--- config.mk ---
export PLATFORM = sky130hd
export DESIGN_NAME = riscv_instr_aligner
export DESIGN_NICKNAME = d
export VERILOG_FILES = /design/src/rtl/riscv_instr_aligner.sv
export SDC_FILE = /design/constraint.sdc
export NUM_CORES = 1
export LEC_CHECK = 0
export ABC_AREA = 1
export CAP_MARGIN = 0
export CELL_PAD_IN_SITES_DETAIL_PLACEMENT = 0
export CELL_PAD_IN_SITES_GLOBAL_PLACEMENT = 2
export CORE_UTILIZATION = 24
export CTS_BUF_LIST = sky130_fd_sc_hd__clkbuf_8
export DETAILED_ROUTE_END_ITERATION = 16
export PLACE_DENSITY = 0.89
export SYNTH_ARGS = -nofsm -noshare
export SYNTH_HDL_FRONTEND = slang
export SYNTH_SLANG_ARGS = --single-unit
--- constraint.sdc ---
create_clock -name clk -period 2.65 [get_ports clk]
set_clock_uncertainty 0.15 [all_clocks]
set_input_delay 0.265 -clock clk [delete_from_list [all_inputs] [get_ports clk]]
set_output_delay 0.265 -clock clk [all_outputs]
set_load 0.05 [all_outputs]
--- src/rtl/riscv_instr_aligner.sv ---
// Instruction aligner: rebuilds compressed and misaligned RISC-V instructions
// from word-aligned fetch words, using one half-word residue register.
module riscv_instr_aligner #(
    parameter logic [31:0] BOOT_ADDR = 32'h0000_0000
) (
    input  logic        clk,
    input  logic        rst_n,
    input  logic        fetch_valid_i,
    output logic        fetch_ready_o,
    input  logic [31:0] fetch_addr_i,
    input  logic [31:0] fetch_rdata_i,
    input  logic        branch_i,
    input  logic [31:0] branch_addr_i,
    output logic        instr_valid_o,
    input  logic        instr_ready_i,
    output logic [31:0] instr_o,
    output logic [31:0] instr_addr_o,
    output logic        instr_is_compressed_o,
    output logic        align_err_o
);

    typedef enum logic [1:0] {
        ST_ALIGNED    = 2'b00,
        ST_MISALIGNED = 2'b01,
        ST_BRANCH_MIS = 2'b10
    } state_t;

    state_t      state_r, state_n_s;
    logic [31:0] pc_r, pc_n_s;
    logic [15:0] residue_r, residue_n_s;
    logic        align_err_r;

    logic        instr_valid_s;
    logic        fetch_ready_s;
    logic        instr_c_s;
    logic        hs_s;
    logic        err_set_s;
    logic [31:0] instr_s;
    logic [31:0] exp_addr_s;

    // Any half-word whose two low bits are not 2'b11 is a 16-bit instruction.
    function automatic logic is_compressed(input logic [15:0] half);
        return half[1:0] != 2'b11;
    endfunction

    // Next-state, datapath and handshake decode; a redirect overrides everything.
    always_comb begin
        state_n_s     = state_r;
        pc_n_s        = pc_r;
        residue_n_s   = residue_r;
        instr_valid_s = 1'b0;
        fetch_ready_s = 1'b0;
        instr_c_s     = 1'b0;
        instr_s       = 32'h0000_0000;
        hs_s          = 1'b0;
        exp_addr_s    = {pc_r[31:2], 2'b00};

        if (branch_i) begin
            pc_n_s      = branch_addr_i;
            residue_n_s = 16'h0000;
            state_n_s   = branch_addr_i[1] ? ST_BRANCH_MIS : ST_ALIGNED;
        end else begin
            case (state_r)
                ST_ALIGNED: begin
                    instr_valid_s = fetch_valid_i;
                    instr_c_s     = is_compressed(fetch_rdata_i[15:0]);
                    instr_s       = instr_c_s ? {16'h0000, fetch_rdata_i[15:0]} : fetch_rdata_i;
                    hs_s          = instr_valid_s & instr_ready_i;
                    fetch_ready_s = hs_s;
                    if (hs_s && instr_c_s) begin
                        residue_n_s = fetch_rdata_i[31:16];
                        pc_n_s      = pc_r + 32'd2;
                        state_n_s   = ST_MISALIGNED;
                    end else if (hs_s) begin
                        pc_n_s = pc_r + 32'd4;
                    end else begin
                        pc_n_s = pc_r;
                    end
                end
                ST_MISALIGNED: begin
                    if (is_compressed(residue_r)) begin
                        // Residue is a whole instruction: issue it without touching the fetch word.
                        instr_valid_s = 1'b1;
                        instr_c_s     = 1'b1;
                        instr_s       = {16'h0000, residue_r};
                        hs_s          = instr_ready_i;
                        if (hs_s) begin
                            pc_n_s    = pc_r + 32'd2;
                            state_n_s = ST_ALIGNED;
                        end else begin
                            pc_n_s = pc_r;
                        end
                    end else begin
                        instr_valid_s = fetch_valid_i;
                        instr_s       = {fetch_rdata_i[15:0], residue_r};
                        hs_s          = instr_valid_s & instr_ready_i;
                        fetch_ready_s = hs_s;
                        exp_addr_s    = {pc_r[31:2] + 30'd1, 2'b00};
                        if (hs_s) begin
                            residue_n_s = fetch_rdata_i[31:16];
                            pc_n_s      = pc_r + 32'd4;
                        end else begin
                            residue_n_s = residue_r;
                        end
                    end
                end
                ST_BRANCH_MIS: begin
                    fetch_ready_s = fetch_valid_i;
                    if (fetch_valid_i) begin
                        residue_n_s = fetch_rdata_i[31:16];
                        state_n_s   = ST_MISALIGNED;
                    end else begin
                        residue_n_s = residue_r;
                    end
                end
                default: begin
                    state_n_s = ST_ALIGNED;
                end
            endcase
        end

        err_set_s = fetch_ready_s & (fetch_addr_i != exp_addr_s);
    end

    // State, PC, residue and sticky alignment error registers.
    always_ff @(posedge clk or negedge rst_n) begin
        if (!rst_n) begin
            state_r     <= ST_ALIGNED;
            pc_r        <= BOOT_ADDR;
            residue_r   <= 16'h0000;
            align_err_r <= 1'b0;
        end else begin
            state_r     <= state_n_s;
            pc_r        <= pc_n_s;
            residue_r   <= residue_n_s;
            align_err_r <= align_err_r | err_set_s;
        end
    end

    assign fetch_ready_o         = fetch_ready_s;
    assign instr_valid_o         = instr_valid_s;
    assign instr_o               = instr_s;
    assign instr_addr_o          = pc_r;
    assign instr_is_compressed_o = instr_c_s & instr_valid_s;
    assign align_err_o           = align_err_r;

endmodule

==> results.sh, run 1 <==
export IMPL_area_growth_pct=53.18
export IMPL_crit_path_frequent_cell="inv_1"
export IMPL_seq_power_share=0.222
export IMPL_vias=6245
export IMPL_placed_cells=1291
export IMPL_routed_wl_mm=22.19
export IMPL_p_comb_frac=0.692
export IMPL_startpoint="state_r[1]"
export IMPL_cts_tree="done"
export IMPL_synth_top_family_by_area="simple AND/OR/NAND/NOR gates"
export IMPL_io_pins=169
export IMPL_cp_start_kind="flip-flop"
export IMPL_synthFlopType="dfrtp_1"
export IMPL_cts_buffer_depth=2
export IMPL_ys_seq_elements=51
export IMPL_relSlewSlack=0.6419
export IMPL_setup_viol=0
export IMPL_clkPwrFrac=0.086
export IMPL_syn_cell_area_mm2=0.005225
export IMPL_antenna_found_initial=0
export IMPL_cts_buffers=5
export IMPL_die_w_um=149.6
export IMPL_fin_util=0.3784
export IMPL_viasPerCell=4.782
export IMPL_ant_nets=0
export IMPL_diodes=0
export IMPL_yosys_cell_types_count=46
export IMPL_finalMaxSlewViolations=0
export IMPL_finalSetupTns_ps=0
export IMPL_synth_fp_nets=952
export IMPL_grt_usage=0.2058
export IMPL_synth_edf_count=0
export IMPL_synthAdderAreaFrac=0.01437
export IMPL_worst_pin_slew_ps=535.4
export IMPL_synthXorXnorAreaFrac=0.04358
export IMPL_swShare=0.5540
export IMPL_holdWs_ps=254.1
export IMPL_cap_viol_max_count=0
export IMPL_port_buffers=168
export IMPL_crit_slowest_cell="dfrtp_1"
export IMPL_yosysTopAreaCell="dfrtp_1"
export IMPL_min_period_ps=2580
export IMPL_synth_most_common_cell="nand2_1"
export IMPL_critPathMaxStageDelay_ps=430
export IMPL_timing_critical_path_cells="inv_1 -> ha_1 -> inv_1 -> nor2_2 -> inv_2 -> o22ai_1 -> buf_12"
export IMPL_synth_simple_gate_area_share=0.3776
export IMPL_grt_max_degree=82
export IMPL_synth_async_reset_ratio=1.000
export IMPL_required_ps=2240
export IMPL_grt_first_pass_wirelength_mm=35.25
export IMPL_fp_coreArea_mm2=0.02115
export IMPL_p_leak_nw=3.490
export IMPL_arrival_ps=2160
export IMPL_synth_top_area_share=0.2443
export IMPL_wl_per_cell_um=16.99
export IMPL_status="complete, no violations"
export IMPL_synth_cells=845
export IMPL_drc=0
export IMPL_grt_pass1_vias=6310
export IMPL_ys_top_cells_by_area="dfrtp_1 24%, nand2_1 15%, nand3_1 8.5%"
export IMPL_yosys_mux_area_fraction=0
export IMPL_dp_hpwl_mm=17.52
export IMPL_hold_viol_final=0
export IMPL_synth_compound_area_frac=0.2043
export IMPL_grt_overflow=0
export IMPL_timing_rr_start="instr_addr_o[11]"
export IMPL_fin_crit_sh=0.9734
export IMPL_ir_worst_vdd_mv=0.3112
export IMPL_intPower_mw=3.097
export IMPL_cts_root_buf="clkbuf_8"
export IMPL_insertion_delay_ps=340
export IMPL_fin_area_mm2=0.008004
export IMPL_fmax_mhz=387.7
export IMPL_crit_type="flip-flop to output pin"
export IMPL_die_area_mm2=0.02237
export IMPL_end_kind="output pin"
export IMPL_hold_class="input port to asynchronous set/reset pin"
export IMPL_place_gp_congestion=0.8862
export IMPL_start_util=0.2470
export IMPL_fin_cells=1306
export IMPL_rsz0062_at_grt="yes"
export IMPL_dieHeight_um=149.6
export IMPL_path_max_fanout=13
export IMPL_power_density_mw_per_mm2=867.5
export IMPL_netSwitchingPower_mw=3.846
export IMPL_placed_cell_area_mm2=0.007754
export IMPL_drt_iter0_drc=308
export IMPL_avgSynthCellArea_um2=6.183
export IMPL_drive_above_1_share=0.1339
export IMPL_htree_levels=2
export IMPL_clk_pin_slew_worst_paths_ps=110
export IMPL_fin_nets=1138
export IMPL_clkSinkCount=51
export IMPL_synth_seq_area_share=0.2443
export IMPL_rows=53
export IMPL_yosys_warnings=0
export IMPL_dr_pass1_iters=5
export IMPL_ys_top_cells_by_count="214 x nand2_1, 113 x inv_1, 89 x nand3_1"
[per-stage QoR]
step                      power (mW)  setup slack, ps
after floorplan                4.400           -324.5
after global placement         6.308           -56.42
after detailed placement       6.303           -39.54
after CTS                      6.949            24.24
after global routing           7.499           -37.52
final                          6.943            70.40
[sequential cells by signal, summed over array words and instances, names as in the netlist]
name and flops:
residue_r 16, instr_addr_o 32, align_err_o 1, state_r 2
[per-layer routing]
| layer | up-vias | wire length, um | share of wire | global-route usage |
|---|---|---|---|---|
| met3 | 13 | 1694 | 0.076 | 0.04360 |
| met4 | 0 | 206 | 0.0093 | 0.03878 |
| met1 | 2855 | 9576 | 0.43 | 0.2581 |
| met2 | 217 | 10710 | 0.48 | 0.3609 |
| li1 | 3160 | - | - | - |
| met5 | - | 0 | 0 | 0 |
[cells by family after synthesis]
kind of cell    after synthesis
fa+ha+maj                     6
flops                        51
xor+xnor                     26
buf+inv                     153
compound gates              180
simple gates                429
[what timing repair did]
action	in CTS	in global routing
setup endpoints to repair	27	22
hold endpoints to repair	15	0
buffers inserted	0	7
gates resized for setup	20	7
pin swaps	0	1
hold buffers	1	0
[power groups by stage]
| stage | Clock (mW) | Combinational [mW] | Sequential, mW |
|---|---|---|---|
| after floorplan | 0 | 2.18 | 2.22 |
| final | 0.594 | 4.81 | 1.54 |
| after detailed placement | 0 | 4.74 | 1.56 |
| after global placement | 0 | 4.75 | 1.56 |
| after global routing | 0.648 | 5.25 | 1.60 |
| after CTS | 0.617 | 4.79 | 1.55 |
[cell usage in the layout (no fill, tap or decap), types with 9 or more instances in the layout]
master and n:
o21ai_0 65, nand3_1 89, xor2_1 20, o21ai_1 17, buf_4 36, clkdlybuf4s50_1 132
o211ai_1 14, buf_12 39, inv_2 9, nor2_4 13, a21oi_1 35, inv_1 111
nand2_1 214, dfrtp_1 51, nand4_1 11, o22ai_1 14, nor2_1 64, nand3b_1 9
[worst max-delay path: cells and delay by family (launching register included)]
kind / cells / cell delay, ps
AOI/OAI and AO/OA: 1 / 280
adders and majority gates: 1 / 270
buffers and inverters: 4 / 620
DFF: 1 / 430
and+or+nand+nor: 1 / 210
[path summary, 6_finish.rpt]
| path | endpoint | slack (ps) | cells past startpoint |
|---|---|---|---|
| max | instr_o[6] | 70 | 7 |
| min | instr_addr_o[14] | 250 | 2 |
| max reg2reg | align_err_o | 210 | 13 |
| min reg2reg | instr_addr_o[0] | 350 | 2 |
| max in group asynchronous | instr_addr_o[25] | 1440 | 3 |
| min in group clk | instr_addr_o[0] | 310 | 3 |
[layout make-up]
class	count	area, um2
sequential	51	1276
fill	2262	13150
multi-input combinational	641	3422
tap	275	344.1
inverter	123	467.9
clock inverter	2	37.54
clock buffer	5	68.82
timing repair buffer	209	2387
No activity file was read; power rests on OpenSTA's default activity.
==> run 2: changes to the inputs <==
Settings changed: SKIP_LAST_GASP set to 1.
==> run 2 against run 1 <==
Net effect: final area shrank 0.13%; largest cell class unchanged; via count is essentially flat; setup slack lost 11 ps; total power is essentially flat; sequential cell count is the same; utilization is essentially flat; critical path depth grew 1; cell count is the same; register-to-register slack lost 20 ps; non-clock buffer count is the same; routed wire length is essentially flat; first-iteration DRC count shrank 5.5%.
==> results.sh, run 2 (same netlist as run 1, synthesis figures left out) <==
export IMPL_status="complete, no violations"
export IMPL_cp_start_kind="flip-flop"
export IMPL_grt_pass1_vias=6310
export IMPL_n_fill_cell=2263
export IMPL_wl_per_cell_um=16.97
export IMPL_drc=0
export IMPL_p_leak_nw=3.488
export IMPL_grt_max_degree=82
export IMPL_final_cell_mix="214 x nand2_1, 132 x clkdlybuf4s50_1, 111 x inv_1, 89 x nand3_1, 65 x o21ai_0"
export IMPL_drt_iter0_drc=291
export IMPL_power_density_mw_per_mm2=868.0
export IMPL_clkSinkCount=51
export IMPL_hold_class="input port to asynchronous set/reset pin"
export IMPL_finalSetupTns_ps=0
export IMPL_setup_slack_ps=59.72
export IMPL_arrival_ps=2180
export IMPL_r2r_setup_slack_ps=190
export IMPL_fin_util=0.3779
export IMPL_insertion_delay_ps=340
export IMPL_crit_type="flip-flop to output pin"
export IMPL_drive_above_1_share=0.1339
export IMPL_dr_pass1_iters=4
export IMPL_dieHeight_um=149.6
export IMPL_rsz0062_at_grt="yes"
export IMPL_hold_viol_final=0
export IMPL_viasPerCell=4.784
export IMPL_clk_pin_slew_worst_paths_ps=110
export IMPL_die_w_um=149.6
export IMPL_ff_latch_area_mm2=0.001276
export IMPL_rows=53
export IMPL_largest_register_ffs=32
export IMPL_fin_nets=1138
export IMPL_antenna_found_initial=0
export IMPL_path_max_fanout=13
export IMPL_cts_buffers=5
export IMPL_area_growth_pct=52.99
export IMPL_relSlewSlack=0.6416
export IMPL_wl_met3_mm=1.555
export IMPL_die_area_mm2=0.02237
export IMPL_ir_worst_vdd_mv=0.2930
export IMPL_port_buffers=168
export IMPL_ant_nets=0
export IMPL_cap_viol_max_count=0
export IMPL_cts_root_buf="clkbuf_8"
export IMPL_fin_crit_sh=0.9775
export IMPL_worst_pin_slew_ps=535.9
export IMPL_fmax_mhz=386.1
export IMPL_htree_levels=2
export IMPL_grt_first_pass_wirelength_mm=35.25
export IMPL_diodes=0
export IMPL_grt_usage=0.2058
export IMPL_setup_viol=0
export IMPL_dp_hpwl_mm=17.52
export IMPL_cts_tree="done"
export IMPL_grt_overflow=0
export IMPL_place_gp_congestion=0.8862
export IMPL_end_kind="output pin"
export IMPL_multiInputGateArea_mm2=0.003412
export IMPL_io_pins=169
export IMPL_wl_met2_mm=10.73
export IMPL_wl_met1_mm=9.672
export IMPL_vias=6248
export IMPL_start_util=0.2470
export IMPL_final_common_cell="nand2_1"
export IMPL_dp_slack_ps=-39.54
export IMPL_fp_coreArea_mm2=0.02115
export IMPL_routed_wl_mm=22.17
export IMPL_required_ps=2240
export IMPL_min_period_ps=2590
export IMPL_highest_layer="met4"
export IMPL_cts_buffer_depth=2
export IMPL_finalMaxSlewViolations=0
run 2: metal layers:
metal  GRT usage  vias up
li1            -     3160
met1      0.2581     2867
met2      0.3609      207
met3     0.04360       14
met4     0.03878        0
met5           0        -
run 2: final timing paths:
path	startpoint	end	cells past startpoint
max in group asynchronous	rst_n	instr_addr_o[25]	3
hold / removal	rst_n	instr_addr_o[14]	2
setup / recovery	state_r[1]	instr_o[23]	8
setup reg to reg	state_r[1]	instr_addr_o[17]	12
min in group clk	branch_addr_i[0]	instr_addr_o[0]	3
hold reg to reg	instr_addr_o[0]	instr_addr_o[0]	2
run 2: metrics by stage:
stage | instance area, um2 | power, mW | std cells | hold WS (ps)
after global placement | 7754 | 6.308 | 1291 | 85.20
after global routing | 7994 | 7.491 | 1306 | 300.0
after detailed placement | 7754 | 6.303 | 1291 | 82.58
after CTS | 7893 | 6.947 | 1299 | 260.1
final | 7994 | 6.939 | 1306 | 249.8
after floorplan | 5225 | 4.400 | 845 | -180.6
run 2: final cells by class:
cell class              count  area share
well taps                 275     0.04304
flip-flops and latches     51      0.1596
clock buffers               5    0.008609
clock inverters             2    0.004696
repair buffers            209      0.2986
multi-input cells         641      0.4268
inverters                 123     0.05854
run 2: report_power, final:
group | leakage [nW] | switching [mW] | internal [mW]
clock network | 0.0502 | 0.318 | 0.277
logic | 2.82 | 3.07 | 1.73
registers | 0.617 | 0.454 | 1.09
total | 3.49 | 3.85 | 3.09
run 2: timing repair:
| item | CTS | global route |
|---|---|---|
| gates cloned | 0 | 0 |
| pin swaps | 0 | 1 |
| endpoints found under the setup margin | 27 | 22 |
| hold buffers | 1 | 0 |
| buffers inserted | 0 | 7 |
| resized for setup | 19 | 7 |
| endpoints found under the hold margin | 15 | 0 |
run 2: critical path, cell delays in order (launching register included):
cell     delay (ps)
dfrtp_1         430
inv_1           100
ha_2            240
inv_2            90
nor2_4          200
nand2_8         130
buf_4           220
o21ai_1         240
buf_12          180
==> run 3: changes to the inputs <==
Settings changed: CORE_ASPECT_RATIO set to 0.8, CORE_UTILIZATION 24 to 34, DONT_BUFFER_PORTS set to 1, GPL_TIMING_DRIVEN set to 1, PLACE_DENSITY 0.89 to 0.9.
==> run 3 against run 2 <==
Net effect: largest power group unchanged; utilization is 6.4 points higher; cell count down 12%; via count down 2.0%; global-route usage rose by 5.3 points; setup slack improved by 46 ps.
==> results.sh, run 3 (same netlist as run 1, synthesis figures left out) <==
export IMPL_insertion_delay_ps=350
export IMPL_holdWs_ps=20.64
export IMPL_wl_per_cell_um=17.86
export IMPL_final_cell_mix="214 x nand2_1, 111 x inv_1, 88 x nand3_1, 84 x buf_4, 66 x o21ai_0"
export IMPL_crit_type="flip-flop to output pin"
export IMPL_final_common_cell="nand2_1"
export IMPL_area_growth_pct=26.96
export IMPL_grt_usage=0.2585
export IMPL_path_max_fanout=21
export IMPL_fp_coreArea_mm2=0.01501
export IMPL_cap_viol_max_count=0
export IMPL_dieHeight_um=112.9
export IMPL_fin_crit_sh=0.9600
export IMPL_fin_cells=1145
export IMPL_drive_above_1_share=0.1559
export IMPL_grt_pass1_vias=5563
export IMPL_hold_class="input port to flip-flop"
export IMPL_vias=6121
export IMPL_finalPower_mw=6.437
export IMPL_cts_root_buf="clkbuf_8"
export IMPL_relSlewSlack=0.6416
export IMPL_antenna_found_initial=0
export IMPL_routed_wl_mm=20.45
export IMPL_status="complete, no violations"
export IMPL_htree_levels=2
export IMPL_drc=0
export IMPL_die_area_mm2=0.01587
export IMPL_drt_iter0_drc=524
export IMPL_cts_buffer_depth=2
export IMPL_start_util=0.3480
export IMPL_rsz0062_at_grt="yes"
export IMPL_min_period_ps=2544
export IMPL_place_gp_congestion=0.9402
export IMPL_finalSetupTns_ps=0
export IMPL_grt_first_pass_wirelength_mm=31.59
export IMPL_cp_start_kind="flip-flop"
export IMPL_rows=40
export IMPL_hold_viol_final=0
export IMPL_fin_nets=1062
export IMPL_cts_buffers=5
export IMPL_dp_hpwl_mm=15.57
export IMPL_viasPerCell=5.346
export IMPL_worst_pin_slew_ps=537.6
export IMPL_end_kind="output pin"
export IMPL_fin_area_mm2=0.006634
export IMPL_grt_overflow=0
export IMPL_arrival_ps=2130
export IMPL_clkSinkCount=51
export IMPL_grt_max_degree=82
export IMPL_placed_cells=1089
export IMPL_required_ps=2240
export IMPL_die_w_um=140.6
export IMPL_io_pins=169
export IMPL_port_buffers=0
export IMPL_power_density_mw_per_mm2=970.4
export IMPL_largest_register_ffs=32
export IMPL_clk_pin_slew_worst_paths_ps=110
export IMPL_fmax_mhz=393.1
export IMPL_ir_worst_vdd_mv=0.4511
export IMPL_placed_cell_area_mm2=0.005989
export IMPL_dr_pass1_iters=5
export IMPL_cts_tree="done"
export IMPL_setup_viol=0
export IMPL_diodes=0
export IMPL_ant_nets=0
export IMPL_p_leak_nw=3.106
export IMPL_finalMaxSlewViolations=0
-- run 3: cell types whose count changed in the layout (fill, tap and decap cells not counted), sizes merged --
| cell | previous run | this run |
|---|---|---|
| buf | 76 | 89 |
| clkdlybuf4s50 | 132 | 0 |
| clkinv | 1 | 3 |
| clkinvlp | 2 | 1 |
| dlygate4sd3 | 1 | 44 |
-- run 3: worst max-delay path, stage by stage, from the launching register on --
cell and delay (ps):
dfrtp_1 390, inv_1 80, ha_2 250, inv_2 90, nor2_4 140, nand2_2 140, buf_6 210, a211oi_2 250
buf_6 220
-- run 3: through the flow --
| step | utilization | worst slack [ps] |
|---|---|---|
| floorplan | - | -324.5 |
| global placement | 0.3989 | 123.9 |
| detailed placement | 0.3989 | 83.05 |
| CTS | 0.4378 | 38.09 |
| global route | 0.4418 | -18.95 |
| finish | 0.4418 | 106.0 |
-- run 3: final cells by class --
cell class / instances / area [um2]
multi-input cells: 641 / 3379
flip-flops and latches: 51 / 1276
well taps: 189 / 236.5
clock inverters: 3 / 43.79
clock buffers: 5 / 68.82
inverters: 123 / 467.9
repair buffers: 133 / 1161
fillers: 1611 / 8381
-- run 3: power breakdown --
part / switching (mW) / total [mW] / internal, mW
logic: 3.07 / 4.38 / 1.31
clock network: 0.325 / 0.607 / 0.282
registers: 0.364 / 1.45 / 1.09
-- run 3: layer usage --
metal	global-route usage	wire [um]	up-vias	share of wire
met5	0	0	-	0
met4	0.05797	234	0	0.011
met3	0.05798	1728	16	0.085
met2	0.3831	8746	235	0.43
met1	0.3786	9740	2855	0.48
li1	-	-	3015	-
-- run 3: repair_timing --
action | 4_1_cts | 5_1_grt
setup endpoints to repair | 1 | 31
gates resized for setup | 1 | 9
hold buffers | 45 | 0
pin swaps | 0 | 1
buffers inserted | 0 | 3
endpoints found under the hold margin | 94 | 0
-- run 3: worst paths after layout --
| kind | cells past startpoint | slack (ps) | end | from |
|---|---|---|---|---|
| max | 8 | 110 | fetch_ready_o | state_r[1] |
| min | 3 | 20 | instr_addr_o[21] | branch_i |
| max reg2reg | 13 | 160 | align_err_o | instr_addr_o[10] |
| min reg2reg | 2 | 400 | residue_r[11] | residue_r[11] |
| max in group asynchronous | 2 | 1790 | instr_addr_o[26] | rst_n |
| min in group asynchronous | 2 | 310 | align_err_o | rst_n |
